==> src/rtl/ebike_pkg.sv <==
// Shared types and constants for the e-bike pedal sensor chain.
// Latency: n/a (declarations only).
// Backpressure: n/a.
package ebike_pkg;

  typedef enum logic [1:0] {IDLE, ARM, RUN} cad_state_t;

  localparam int          PER_W   = 8;
  localparam logic [7:0]  PER_MAX = 8'hFF;

  // Prescaler width: 9 bits for fast simulation, 16 bits for silicon.
  function automatic int pre_w(input int fast_sim);
    return (fast_sim != 0) ? 9 : 16;
  endfunction

endpackage

==> src/rtl/cad_presc.sv <==
// Clearable free-running prescaler; tick marks the all-ones count.
// Latency: tick is decoded from the registered count (same cycle).
// Backpressure: none; clr forces the count to 0 on the next edge.
module cad_presc #(
  parameter int W = 16
) (
  input  logic clk,
  input  logic rst,
  input  logic clr,
  output logic tick
);

  logic [W-1:0] cnt;

  // Count up every cycle, restarting from 0 whenever cleared.
  always_ff @(posedge clk or posedge rst) begin
    if (rst) begin
      cnt <= '0;
    end else if (clr) begin
      cnt <= '0;
    end else begin
      cnt <= cnt + 1'b1;
    end
  end

  assign tick = &cnt;

endmodule

==> src/rtl/cadence_meas.sv <==
// Measures rise-to-rise cadence period in prescaler ticks and flags pedaling.
// Latency: cadence_vld/cadence_per one cycle after the deciding cadence_rise or timeout tick.
// Backpressure: none; every cadence_rise strobe is accepted.
module cadence_meas
  import ebike_pkg::*;
#(
  parameter int FAST_SIM = 0
) (
  input  logic             clk,
  input  logic             rst,
  input  logic             cadence_rise,
  output logic [PER_W-1:0] cadence_per,
  output logic             cadence_vld,
  output logic             not_pedaling
);

  localparam int         PRE_W   = pre_w(FAST_SIM);
  // Counter value at which one more tick would saturate: the timeout point.
  localparam logic [7:0] PER_TMO = PER_MAX - 8'd1;

  cad_state_t       state;
  cad_state_t       state_nxt;
  logic [PER_W-1:0] per_cnt;
  logic [PER_W-1:0] per_cnt_nxt;
  logic [PER_W-1:0] per_nxt;
  logic             vld_nxt;
  logic             np_nxt;
  logic             clr;
  logic             tick;
  logic             tmo;

  cad_presc #(
    .W (PRE_W)
  ) u_presc (
    .clk  (clk),
    .rst  (rst),
    .clr  (clr),
    .tick (tick)
  );

  assign tmo = tick && (per_cnt == PER_TMO);

  // Registered state, period counter and outputs.
  always_ff @(posedge clk or posedge rst) begin
    if (rst) begin
      state        <= IDLE;
      per_cnt      <= '0;
      cadence_per  <= PER_MAX;
      cadence_vld  <= 1'b0;
      not_pedaling <= 1'b1;
    end else begin
      state        <= state_nxt;
      per_cnt      <= per_cnt_nxt;
      cadence_per  <= per_nxt;
      cadence_vld  <= vld_nxt;
      not_pedaling <= np_nxt;
    end
  end

  // Next-state and output decode; a rise always takes priority over a timeout.
  always_comb begin
    state_nxt   = state;
    per_cnt_nxt = per_cnt;
    per_nxt     = cadence_per;
    vld_nxt     = 1'b0;
    np_nxt      = not_pedaling;
    clr         = 1'b0;

    if (tick && (per_cnt != PER_MAX)) begin
      per_cnt_nxt = per_cnt + 8'd1;
    end

    case (state)
      IDLE: begin
        // Counters parked at zero until the first edge arrives.
        clr         = 1'b1;
        per_cnt_nxt = '0;
        np_nxt      = 1'b1;
        if (cadence_rise) begin
          state_nxt = ARM;
        end
      end
      ARM: begin
        np_nxt = 1'b1;
        if (cadence_rise) begin
          per_nxt     = per_cnt;
          vld_nxt     = 1'b1;
          clr         = 1'b1;
          per_cnt_nxt = '0;
          np_nxt      = 1'b0;
          state_nxt   = RUN;
        end else if (tmo) begin
          // Second edge never came: fall back without reporting.
          per_cnt_nxt = '0;
          state_nxt   = IDLE;
        end
      end
      RUN: begin
        if (cadence_rise) begin
          per_nxt     = per_cnt;
          vld_nxt     = 1'b1;
          clr         = 1'b1;
          per_cnt_nxt = '0;
          np_nxt      = 1'b0;
        end else if (tmo) begin
          // Pedaling stopped: publish a saturated period once and drop assist.
          per_nxt     = PER_MAX;
          vld_nxt     = 1'b1;
          np_nxt      = 1'b1;
          per_cnt_nxt = '0;
          state_nxt   = IDLE;
        end
      end
      default: begin
        state_nxt   = IDLE;
        per_cnt_nxt = '0;
        np_nxt      = 1'b1;
      end
    endcase
  end

endmodule

==> config.mk <==
export PLATFORM = sky130hd
export DESIGN_NAME = cadence_meas
export DESIGN_NICKNAME = d
export VERILOG_FILES = /design/src/rtl/ebike_pkg.sv /design/src/rtl/cad_presc.sv /design/src/rtl/cadence_meas.sv
export SDC_FILE = /design/constraint.sdc
export NUM_CORES = 1
export LEC_CHECK = 0
export BUFFER_PORTS_ARGS = -buffer_cell sky130_fd_sc_hd__buf_4
export CAP_MARGIN = 20
export CELL_PAD_IN_SITES_DETAIL_PLACEMENT = 1
export CELL_PAD_IN_SITES_GLOBAL_PLACEMENT = 1
export CORE_UTILIZATION = 30
export DETAILED_ROUTE_END_ITERATION = 12
export HOLD_SLACK_MARGIN = 0.05
export PLACE_DENSITY = 0.58
export SLEW_MARGIN = 20
export SYNTH_ARGS = -nofsm -noshare
export SYNTH_HDL_FRONTEND = slang
export SYNTH_HIERARCHICAL = 1
export SYNTH_SLANG_ARGS = --single-unit
==> constraint.sdc <==
create_clock -name clk -period 2.6 [get_ports clk]
set_clock_uncertainty 0.05 [all_clocks]
set_input_delay 0.65 -clock clk [delete_from_list [all_inputs] [get_ports clk]]
set_output_delay 0.65 -clock clk [all_outputs]
set_load 0.01 [all_outputs]
**Word level (Yosys, flattened, before mapping)**

Cells that the tools add are included.

- RAM bits: 0
- Input bits: 3
- Output and inout bits: 10
- Logic and storage cells: 48
- Flip-flop bits (word level): 36
- Memory bits (read-only): 0
- Memories kept: 0
- Bits in latches: 0

- Muxes and demuxes: 23
- Multipliers: 0
- Magnitude comparators: 0
- Equality and inequality tests: 9
- Shifts and indexed selects: 0
- Bitwise operators: 0
- Divide/modulo/power cells: 0
- Reduce and logical (&&, ||, !) cells: 8
- $add $sub $neg: 2

Operators by type and width:

| cell | count |
|---|---|
| 2-to-1 mux 8 bit | 7 |
| adder 16 x 1 -> 16 bit (second input constant) | 1 |
| 2-to-1 mux 16 bit | 1 |
| case mux 8 bit (2 select lines) | 1 |
| AND reduction 16 bit | 1 |
| adder 8 x 1 -> 8 bit (second input constant) | 1 |
| equality test 8 bit (second input constant) | 1 |
| 2-to-1 mux 2 bit | 4 |
| inequality test 8 bit (second input constant) | 1 |
| 2-to-1 mux 1 bit | 6 |
| inequality test 2 bit (second input constant) | 3 |
| case mux 1 bit (2 select lines) | 3 |
| case mux 2 bit (3 select lines) | 1 |
| inequality test 4 x 1 -> 1 bit (second input constant) | 1 |
| inequality test 3 bit (second input constant) | 1 |
| AND reduction 3 bit | 1 |
| equality test 2 x 1 -> 1 bit (second input constant) | 1 |
| equality test 2 bit (second input constant) | 1 |
| logical AND 1 bit | 2 |
| logical NOT 2 bit | 1 |
| AND reduction 2 bit | 1 |
| nonzero test 2 bit | 1 |
| OR reduction 2 bit | 1 |

**Longest topological paths before layout**

Gate-level depths: netlist of the first run.

- Word-level depth: 6
- Gate-level depth with buffers: 9
- Mapped depth without buffers: 7

**Hierarchy**

The synthesis of the first run kept the hierarchy.

By module, submodules not included:

| module | seq. area each (µm²) | area an instance (µm²) | times used | cells an instance |
|---|---|---|---|---|
| cadence_meas | 511.7 | 1212.4 | 1 | 124 |
| cad_presc | 400.4 | 780.7 | 1 | 78 |

**Least setup slack after synthesis of the first run**

Ideal clock, no wire load.

- Path type: register -> register
- From: reg u_presc.cnt[0]
- To: reg cadence_per[0]
- Setup time: 68 ps
- Arrival: 2003 ps
- Period minus slack after synthesis: 2122 ps
- Stages on the path, launching flop included: 10
- Setup slack: 478 ps
- Path buffers: 2
- Cells stage by stage: dfrtp_1 > ha_1 > nand3_1 > nor2_1 > and4_1 > buf_2 > nand4_1 > or3_1 > buf_6 > a21oi_2

- Cells in the longest elaborated chain, start to end: 4

RTL lines:

| what | RTL line | source |
|---|---|---|
| start, declared | cad_presc.sv:13 | `logic [W-1:0] cnt;` |
| start signal, assigned | cad_presc.sv:22 | `cnt <= cnt + 1'b1;` |
| AND reduction 16 bit | cad_presc.sv:26 | `assign tick = &cnt;` |
| via tick | cadence_meas.sv:29 | `logic tick;` |
| logical AND 1 bit | cadence_meas.sv:41 | `assign tmo = tick && (per_cnt == PER_TMO);` |
| inequality test 3 bit (no line) | n/a |  |
| AND reduction 3 bit (no line) | n/a |  |
| end signal, assigned | cadence_meas.sv:54 | `cadence_per <= per_nxt;` |
| end, declared | cadence_meas.sv:12 | `output logic [PER_W-1:0] cadence_per,` |

The timed path passes the listed nets, and every way through them passes these cells.
A chain may end at the register's enable or synchronous reset.

**Worst setup path after layout of the first run**

- From: reg u_presc.cnt[0]
- To: reg per_cnt[5]

- Cells in the longest elaborated chain, start to end: 5
- Elaborated cells between the ends (all ways): 7

RTL lines:

| what | RTL line | source |
|---|---|---|
| AND reduction 16 bit * | cad_presc.sv:26 |  |
| via tick | cadence_meas.sv:29 |  |
| logical AND 1 bit | cadence_meas.sv:41 |  |
| 2-to-1 mux 8 bit | cadence_meas.sv:92, cadence_meas.sv:105 |  |
| 2-to-1 mux 8 bit | cadence_meas.sv:99 | `if (cadence_rise) begin` |
| 2-to-1 mux 8 bit | n/a |  |
| end signal, assigned | cadence_meas.sv:53 | `per_cnt <= per_cnt_nxt;` |
| end, declared | cadence_meas.sv:23 | `logic [PER_W-1:0] per_cnt;` |

The timed path passes the listed nets; every way through them passes the cells marked *.

==> parameters.txt, run 1 <==
Parameter                              Value

Outcome
  Result of the run ... complete, no violations

Synth
  Post-synth top flop ... sky130_fd_sc_hd__dfrtp_1
  Yosys reg bits ... 36
  Sequential share of the synthesized area ... 45.8%
  Number of enable-type register cells in the synthesized netlist ... 0
  Post-synthesis cell type count ... 47
  Syn Area/Cell ... 9.87 sq um
  Syn. warnings ... 6
  Most frequent cells after synthesis ... sky130_fd_sc_hd__dfrtp_1, sky130_fd_sc_hd__nor2_1, sky130_fd_sc_hd__nand3_1, sky130_fd_sc_hd__inv_1, sky130_fd_sc_hd__dfstp_2
  Cell Area, Synth ... 1990 sq um
  Count of mapped cells out of synthesis ... 202
  Synthesized Nets ... 212
  Top cell type's share of synthesized area ... 33.9%
  Cell type with the highest aggregate area in the netlist ... sky130_fd_sc_hd__dfrtp_1
  Top cells by area, synth ... sky130_fd_sc_hd__dfrtp_1, sky130_fd_sc_hd__dfstp_2, sky130_fd_sc_hd__nor2_1, sky130_fd_sc_hd__ha_1, sky130_fd_sc_hd__a21oi_2
  Share of flip-flops with an asynchronous set or reset ... 100%

Clock tree
  CTS clock-pin slew for the worst setup and hold paths ... 70 ps
  Clock root buffer ... sky130_fd_sc_hd__clkbuf_8
  Inserted Clock Buffers ... 5
  Maximum buffer depth of the clock tree ... 2
  Clock Latency Late Sink ... 290 ps
  Sink count of the clock tree ... 36
  TritonCTS clock tree ... done
  Number of setup buffers added after CTS ... 0
  H-tree levels ... 2
  Hold_buf cts ... 0
  Post-cts sizing count ... 0

Global route
  Wire length of the first global-routing pass ... 8.40 mm
  Overall global routing resource usage ... 15.3%
  Global route overflow ... 0
  Via count of the first global-routing pass ... 1650
  Largest net degree at the start of global routing ... 21
  Met2 usage ... 25.3%
  Routing usage on met1 ... 19.8%
  Busiest metal layer after global routing ... met2
  Number of antenna violations at the first check in global routing ... 0
  GRT met3 Usage ... 2.87%

Layout
  Antenna cell count ... 0
  Non-Filler Instances ... 293
  Number of nets in the finished design ... 226
  Proportion of layout cells with a drive suffix above 1 ... 24.1%
  Post-synthesis to final-layout area growth ... 13.6%

STA
  Share of the clock period used by the worst path after layout ... 87.8%
  Transition time at the pin with the least slew margin ... 819 ps
  Clock period minus worst slack ... 2280 ps
  Final Max Slew Viols ... 0
  Count of final hold-check violations ... 0
  Normalized max-slew margin ... 45.3%
  RSZ-0062 raised after global routing ... no
  Maximum frequency from static timing analysis ... 438 MHz
  Number of endpoints failing setup at the final stage ... 0
  Sum Neg Setup Slack ... 0 ps

Detailed routing
  Mean number of vias per cell ... 5.35
  Detail-routed net length per standard cell ... 15.9 um
  WL final ... 4.67 mm
  DR pass1 iterations ... 4
  DR iter-0 viols ... 86
  Post-route ant nets ... 0
  Via total after detailed routing ... 1567
  Number of remaining DRC errors ... 0

Job
  Number of maximum-capacitance constraint violations ... 0

Power and ir drop
  Fraction of power consumed by combinational cells ... 36.6%
  Net switching share of the total power ... 35.1%
  Net switching power ... 676 uW
  Internal power ... 1250 uW
  Clock Power Share ... 22.4%
  Sequential Power Share ... 41.0%
  Static Leakage ... 0.000918 uW
  PwrDens ... 850 nW/um^2
  Worst-case vdd ir drop ... 0.371 mV

Setup path
  Library cell contributing the largest single delay on the critical path ... sky130_fd_sc_hd__dfrtp_1
  Crit path capture type ... flop
  Startpoint Class ... flop
  Worst endpoint required time ... 2760 ps
  Cells along the critical path ... ha_1, nand3_1, nor2_1, and4_1, buf_4, nand3_1, a211oi_1, mux2i_1
  Most repeated library cell on the critical path ... sky130_fd_sc_hd__nand3_1
  Arrival time of the worst setup path ... 2440 ps
  Critical-path maximum fanout ... 8
  Delay of the slowest cell on the worst path ... 390 ps
  Crit Path Category ... flop to flop

Min path
  Worst hold path class ... input pin to asynchronous set/reset pin

Place
  Number of placed cells counting well taps ... 286
  Routability congestion estimate ... 0.766
  Count of buffers inserted at the top-level ports ... 12
  Detailed-placement wirelength estimate ... 3.37 mm

Floorplan
  Vertical extent of the die ... 83.5 um
  Area of the core ... 6390 sq um
  Floorplan die area ... 6970 sq um
  Num ports ... 13
  Die Width ... 83.5 um
  Number of cell rows ... 29
  Initial Utilization ... 31.2%
==> registers in the layout (all words and copies together), names as in the netlist <==
signal and count:
u_presc/cnt 16, cadence_per 8, per_cnt 8, cadence_vld 1, state 2, not_pedaling 1
==> per-layer routing <==
metal / vias to the layer above / share of wire [%]
met2: 19 / 49
met4: 0 / 1.8
met3: 7 / 2.6
met1: 782 / 47
li1: 759 / -
met5: - / 0
==> worst paths after layout <==
path,start,end,slack (ps),cells past startpoint
worst max-delay path,u_presc/cnt[0],per_cnt[5],320,8
worst min-delay path,rst,u_presc/cnt[6],410,2
worst max register to register,u_presc/cnt[0],per_cnt[5],320,8
worst min register to register,u_presc/cnt[0],u_presc/cnt[0],430,1
max in group asynchronous,rst,cadence_vld,1500,2
min in group clk,u_presc/cnt[0],u_presc/cnt[0],430,1
==> final cells by class <==
type,instances,area [sq um]
Multi-Input combinational cell,146,995
Clock buffer,7,96.3
Fill cell,740,4120
Sequential cell,36,912
Inverter,10,37.5
Tap cell,77,96.3
Timing Repair Buffer,17,128
==> metrics by stage <==
step                cell area (sq um)  power, uW  utilization [%]  worst slack (ps)  hold WS [ps]
finish                           2260       1920             35.5               317           412
global route                     2260       2070             35.5               106           470
CTS                              2260       1960             35.5               299           435
detailed placement               2170       1520             34.0               338           428
global placement                 2170       1510             34.0               417           412
floorplan                        1990       1250                -               478           395
==> critical path: cells and delay by family (launching register included) <==
| kind | cells | cell delay (ps) |
|---|---|---|
| AOI/OAI and AO/OA | 1 | 320 |
| DFF | 1 | 390 |
| buffers and inverters | 1 | 170 |
| muxes | 1 | 240 |
| and+or+nand+nor | 4 | 780 |
| adders and majority gates | 1 | 240 |
==> cell usage in the layout (no fill, tap or decap), types with 8 or more instances in the layout <==
cell / count
sky130_fd_sc_hd__dfrtp_1: 27
sky130_fd_sc_hd__nor2_1: 27
sky130_fd_sc_hd__inv_1: 10
sky130_fd_sc_hd__xnor2_1: 8
sky130_fd_sc_hd__dfstp_2: 9
sky130_fd_sc_hd__buf_4: 17
sky130_fd_sc_hd__o22ai_1: 8
sky130_fd_sc_hd__a21oi_2: 8
sky130_fd_sc_hd__nand3_1: 12
==> power by group through the flow <==
| stage | sequential, uW | combinational (uW) | clock, uW |
|---|---|---|---|
| final | 789 | 704 | 431 |
| after CTS | 792 | 721 | 451 |
| after global placement | 798 | 709 | 0 |
| after detailed placement | 800 | 721 | 0 |
| after floorplan | 811 | 443 | 0 |
| after global routing | 807 | 792 | 473 |
==> cells by family after synthesis <==
group           Yosys count  synth area share (%)
simple gates             78                  22.2
compound gates           47                  16.9
flops                    36                  45.8
buf+inv                  20                  4.33
xor+xnor                 11                  4.83
fa+ha+maj                 7                  4.39
mux                       3                  1.57
Power figures use the tool's default switching activity.
==> run 2: changes to the inputs <==
Clock period 2.6 ns to 2.13 ns, I/O delays scaled along.
==> run 2 against run 1 <==
Die area is the same. Maximum frequency grew 14%. Sequential share of layout area shrank 1.5 points. First-iteration DRC count shrank 10%. Via count grew 0.45%. Combinational power grew 30%. Final cell count grew 3.4%. Power grew 24%. Register-to-register slack lost 180 ps. Critical endpoint is now state[0].
==> parameters.txt, run 2 (same netlist as run 1, synthesis figures left out) <==
Parameter                              Value

Global route
  Routing usage on met1 ... 18.4% (was 19.8%)
  Wire length of the first global-routing pass ... 8.02 mm (was 8.40 mm)
  Via count of the first global-routing pass ... 1610 (was 1650)
  Largest net degree at the start of global routing ... 21 (unchanged)
  Overall global routing resource usage ... 14.6% (was 15.3%)
  GRT met3 Usage ... 3.36% (was 2.87%)
  Global route overflow ... 0 (unchanged)
  Busiest metal layer after global routing ... met2 (unchanged)
  Met2 usage ... 25.2% (was 25.3%)
  Number of antenna violations at the first check in global routing ... 0 (unchanged)

Setup path
  Startpoint Class ... flop (unchanged)
  Worst endpoint required time ... 2250 ps (was 2760 ps)
  Crit Path Category ... flop to flop (unchanged)
  Reg-to-reg critical path endpoint ... state[0] (was per_cnt[5])
  Critical-path maximum fanout ... 8 (unchanged)
  Worst Reg-to-Reg Cells ... 8 (unchanged)
  Worst setup slack for register-to-register paths ... 140 ps (was 320 ps)
  Crit path capture type ... flop (unchanged)
  FF-to-FF Start ... u_presc/cnt[0] (unchanged)
  Arrival time of the worst setup path ... 2120 ps (was 2440 ps)

Clock tree
  CTS clock-pin slew for the worst setup and hold paths ... 70 ps (about the same)
  Maximum buffer depth of the clock tree ... 2 (unchanged)
  Sink count of the clock tree ... 36 (unchanged)
  Hold_buf cts ... 0 (unchanged)
  H-tree levels ... 2 (unchanged)
  Inserted Clock Buffers ... 5 (unchanged)
  Clock Latency Late Sink ... 290 ps (about the same)
  Clock root buffer ... sky130_fd_sc_hd__clkbuf_8 (unchanged)
  TritonCTS clock tree ... done (unchanged)

STA
  Sum Neg Setup Slack ... 0 ps (unchanged)
  Number of endpoints failing setup at the final stage ... 0 (unchanged)
  Normalized max-slew margin ... 57.1% (was 45.3%)
  Maximum frequency from static timing analysis ... 501 MHz (was 438 MHz)
  Clock period minus worst slack ... 1990 ps (was 2280 ps)
  Share of the clock period used by the worst path after layout ... 93.6% (was 87.8%)
  Transition time at the pin with the least slew margin ... 643 ps (was 819 ps)
  Worst slack on hold paths ... 250 ps (was 412 ps)
  Count of final hold-check violations ... 0 (unchanged)
  RSZ-0062 raised after global routing ... no (unchanged)
  Final Max Slew Viols ... 0 (unchanged)

Layout
  Post-synthesis to final-layout area growth ... 18.1% (was 13.6%)
  Proportion of layout cells with a drive suffix above 1 ... 30.1% (was 24.1%)
  Most common cell after layout, fill and taps aside ... sky130_fd_sc_hd__dfrtp_1
  Largest register FFs ... 16 (unchanged)
  Number of nets in the finished design ... 235 (was 226)
  Largest regs ... u_presc/cnt (16), cadence_per (8), per_cnt (8) (unchanged)
  Antenna cell count ... 0 (unchanged)
  Largest Register ... u_presc/cnt (unchanged)
  Most frequent cells in the layout ... sky130_fd_sc_hd__dfrtp_1, sky130_fd_sc_hd__nor2_1, sky130_fd_sc_hd__buf_4, sky130_fd_sc_hd__nand3_1, sky130_fd_sc_hd__inv_1 (was sky130_fd_sc_hd__nor2_1, sky130_fd_sc_hd__dfrtp_1, sky130_fd_sc_hd__buf_4, sky130_fd_sc_hd__nand3_1, sky130_fd_sc_hd__inv_1)

Detailed routing
  DR pass1 iterations ... 4 (unchanged)
  Number of remaining DRC errors ... 0 (unchanged)
  Detail-routed net length per standard cell ... 15.7 um (was 15.9 um)
  WL final ... 4.76 mm (was 4.67 mm)
  DR iter-0 viols ... 77 (was 86)
  Post-route ant nets ... 0 (unchanged)
  Mean number of vias per cell ... 5.19 (was 5.35)
  Via total after detailed routing ... 1574 (was 1567)

Power and ir drop
  Net switching share of the total power ... 35.7% (was 35.1%)
  Sequential Power Share ... 40.5% (was 41.0%)
  Fraction of power consumed by combinational cells ... 38.3% (was 36.6%)
  Net switching power ... 851 uW (was 676 uW)
  Static Leakage ... 0.000962 uW (was 0.000918 uW)
  PwrDens ... 1010 nW/um^2 (was 850 nW/um^2)
  Worst-case vdd ir drop ... 0.436 mV (was 0.371 mV)
  Clock Power Share ... 21.2% (was 22.4%)
  Internal power ... 1530 uW (was 1250 uW)

Floorplan
  Die Width ... 83.5 um (unchanged)
  Vertical extent of the die ... 83.5 um (unchanged)
  Num ports ... 13 (unchanged)
  Initial Utilization ... 31.2% (unchanged)
  Floorplan die area ... 6970 sq um (unchanged)
  Number of cell rows ... 29 (unchanged)
  Area of the core ... 6390 sq um (unchanged)

Place
  Count of buffers inserted at the top-level ports ... 12 (unchanged)
  Routability congestion estimate ... 0.694 (was 0.766)
  Detailed-placement wirelength estimate ... 3.40 mm (was 3.37 mm)

Outcome
  Result of the run ... complete, no violations (unchanged)

Job
  Number of maximum-capacitance constraint violations ... 0 (unchanged)

Min path
  Worst hold path class ... input pin to asynchronous set/reset pin (unchanged)
[run 2: changes by cell type in the layout (fill, tap and decap cells not counted), sizes merged]
cell | previous run | this run
clkbuf | 7 | 6
clkinv | 0 | 2
buf | 17 | 26
[run 2: per-stage QoR]
step	std cells	power [uW]	instance area (sq um)	setup WS [ps]	utilization, %
final	303	2380	2350	136	36.9
after global routing	303	2560	2350	4.85	36.9
after CTS	301	2400	2310	56.0	36.2
after detailed placement	293	1880	2220	85.5	34.8
after global placement	293	1870	2220	155	34.8
after floorplan	202	1530	1990	8.25	-
[run 2: timing repair]
action | in CTS | in global routing
resized for setup | 0 | 7
setup buffers | 0 | 2
setup endpoints to repair | 0 | 11
[run 2: cell type report]
| type | instances | area, sq um |
|---|---|---|
| Multi-Input combinational cell | 146 | 1020 |
| Sequential cell | 36 | 912 |
| Inverter | 10 | 37.5 |
| Clock buffer | 6 | 82.6 |
| Clock inverter | 2 | 10.0 |
| Tap cell | 77 | 96.3 |
| Timing Repair Buffer | 26 | 199 |
| Fill cell | 744 | 4030 |
[run 2: critical path, stage by stage (launching register included)]
cell	delay [ps]
sky130_fd_sc_hd__dfrtp_1	390
sky130_fd_sc_hd__ha_2	190
sky130_fd_sc_hd__nand3_1	100
sky130_fd_sc_hd__nor2_2	140
sky130_fd_sc_hd__and4_4	240
sky130_fd_sc_hd__buf_6	120
sky130_fd_sc_hd__and4_1	240
sky130_fd_sc_hd__a21oi_2	90
sky130_fd_sc_hd__a311o_1	320
[run 2: power groups by stage]
stage                     Combinational [uW]  Clock [uW]  Sequential, uW
after detailed placement                 903           0             979
after global placement                   894           0             973
after CTS                                906         529             968
final                                    913         505             966
after floorplan                          541           0             989
after global routing                    1020         556             984
[run 2: worst max path at each step]
stage | to | start | cells past startpoint
floorplan | cadence_per[0] | u_presc/cnt[0] | 9
global placement | state[0] | u_presc/cnt[0] | 8
finish | state[0] | u_presc/cnt[0] | 8
global route | state[0] | u_presc/cnt[1] | 8
CTS | state[0] | u_presc/cnt[0] | 8
detailed placement | state[0] | u_presc/cnt[0] | 8
[run 2: per-layer routing]
layer	wire, um	vias up
met5	0	-
met4	58	0
met3	140	5
met2	2310	19
met1	2250	769
li1	-	781
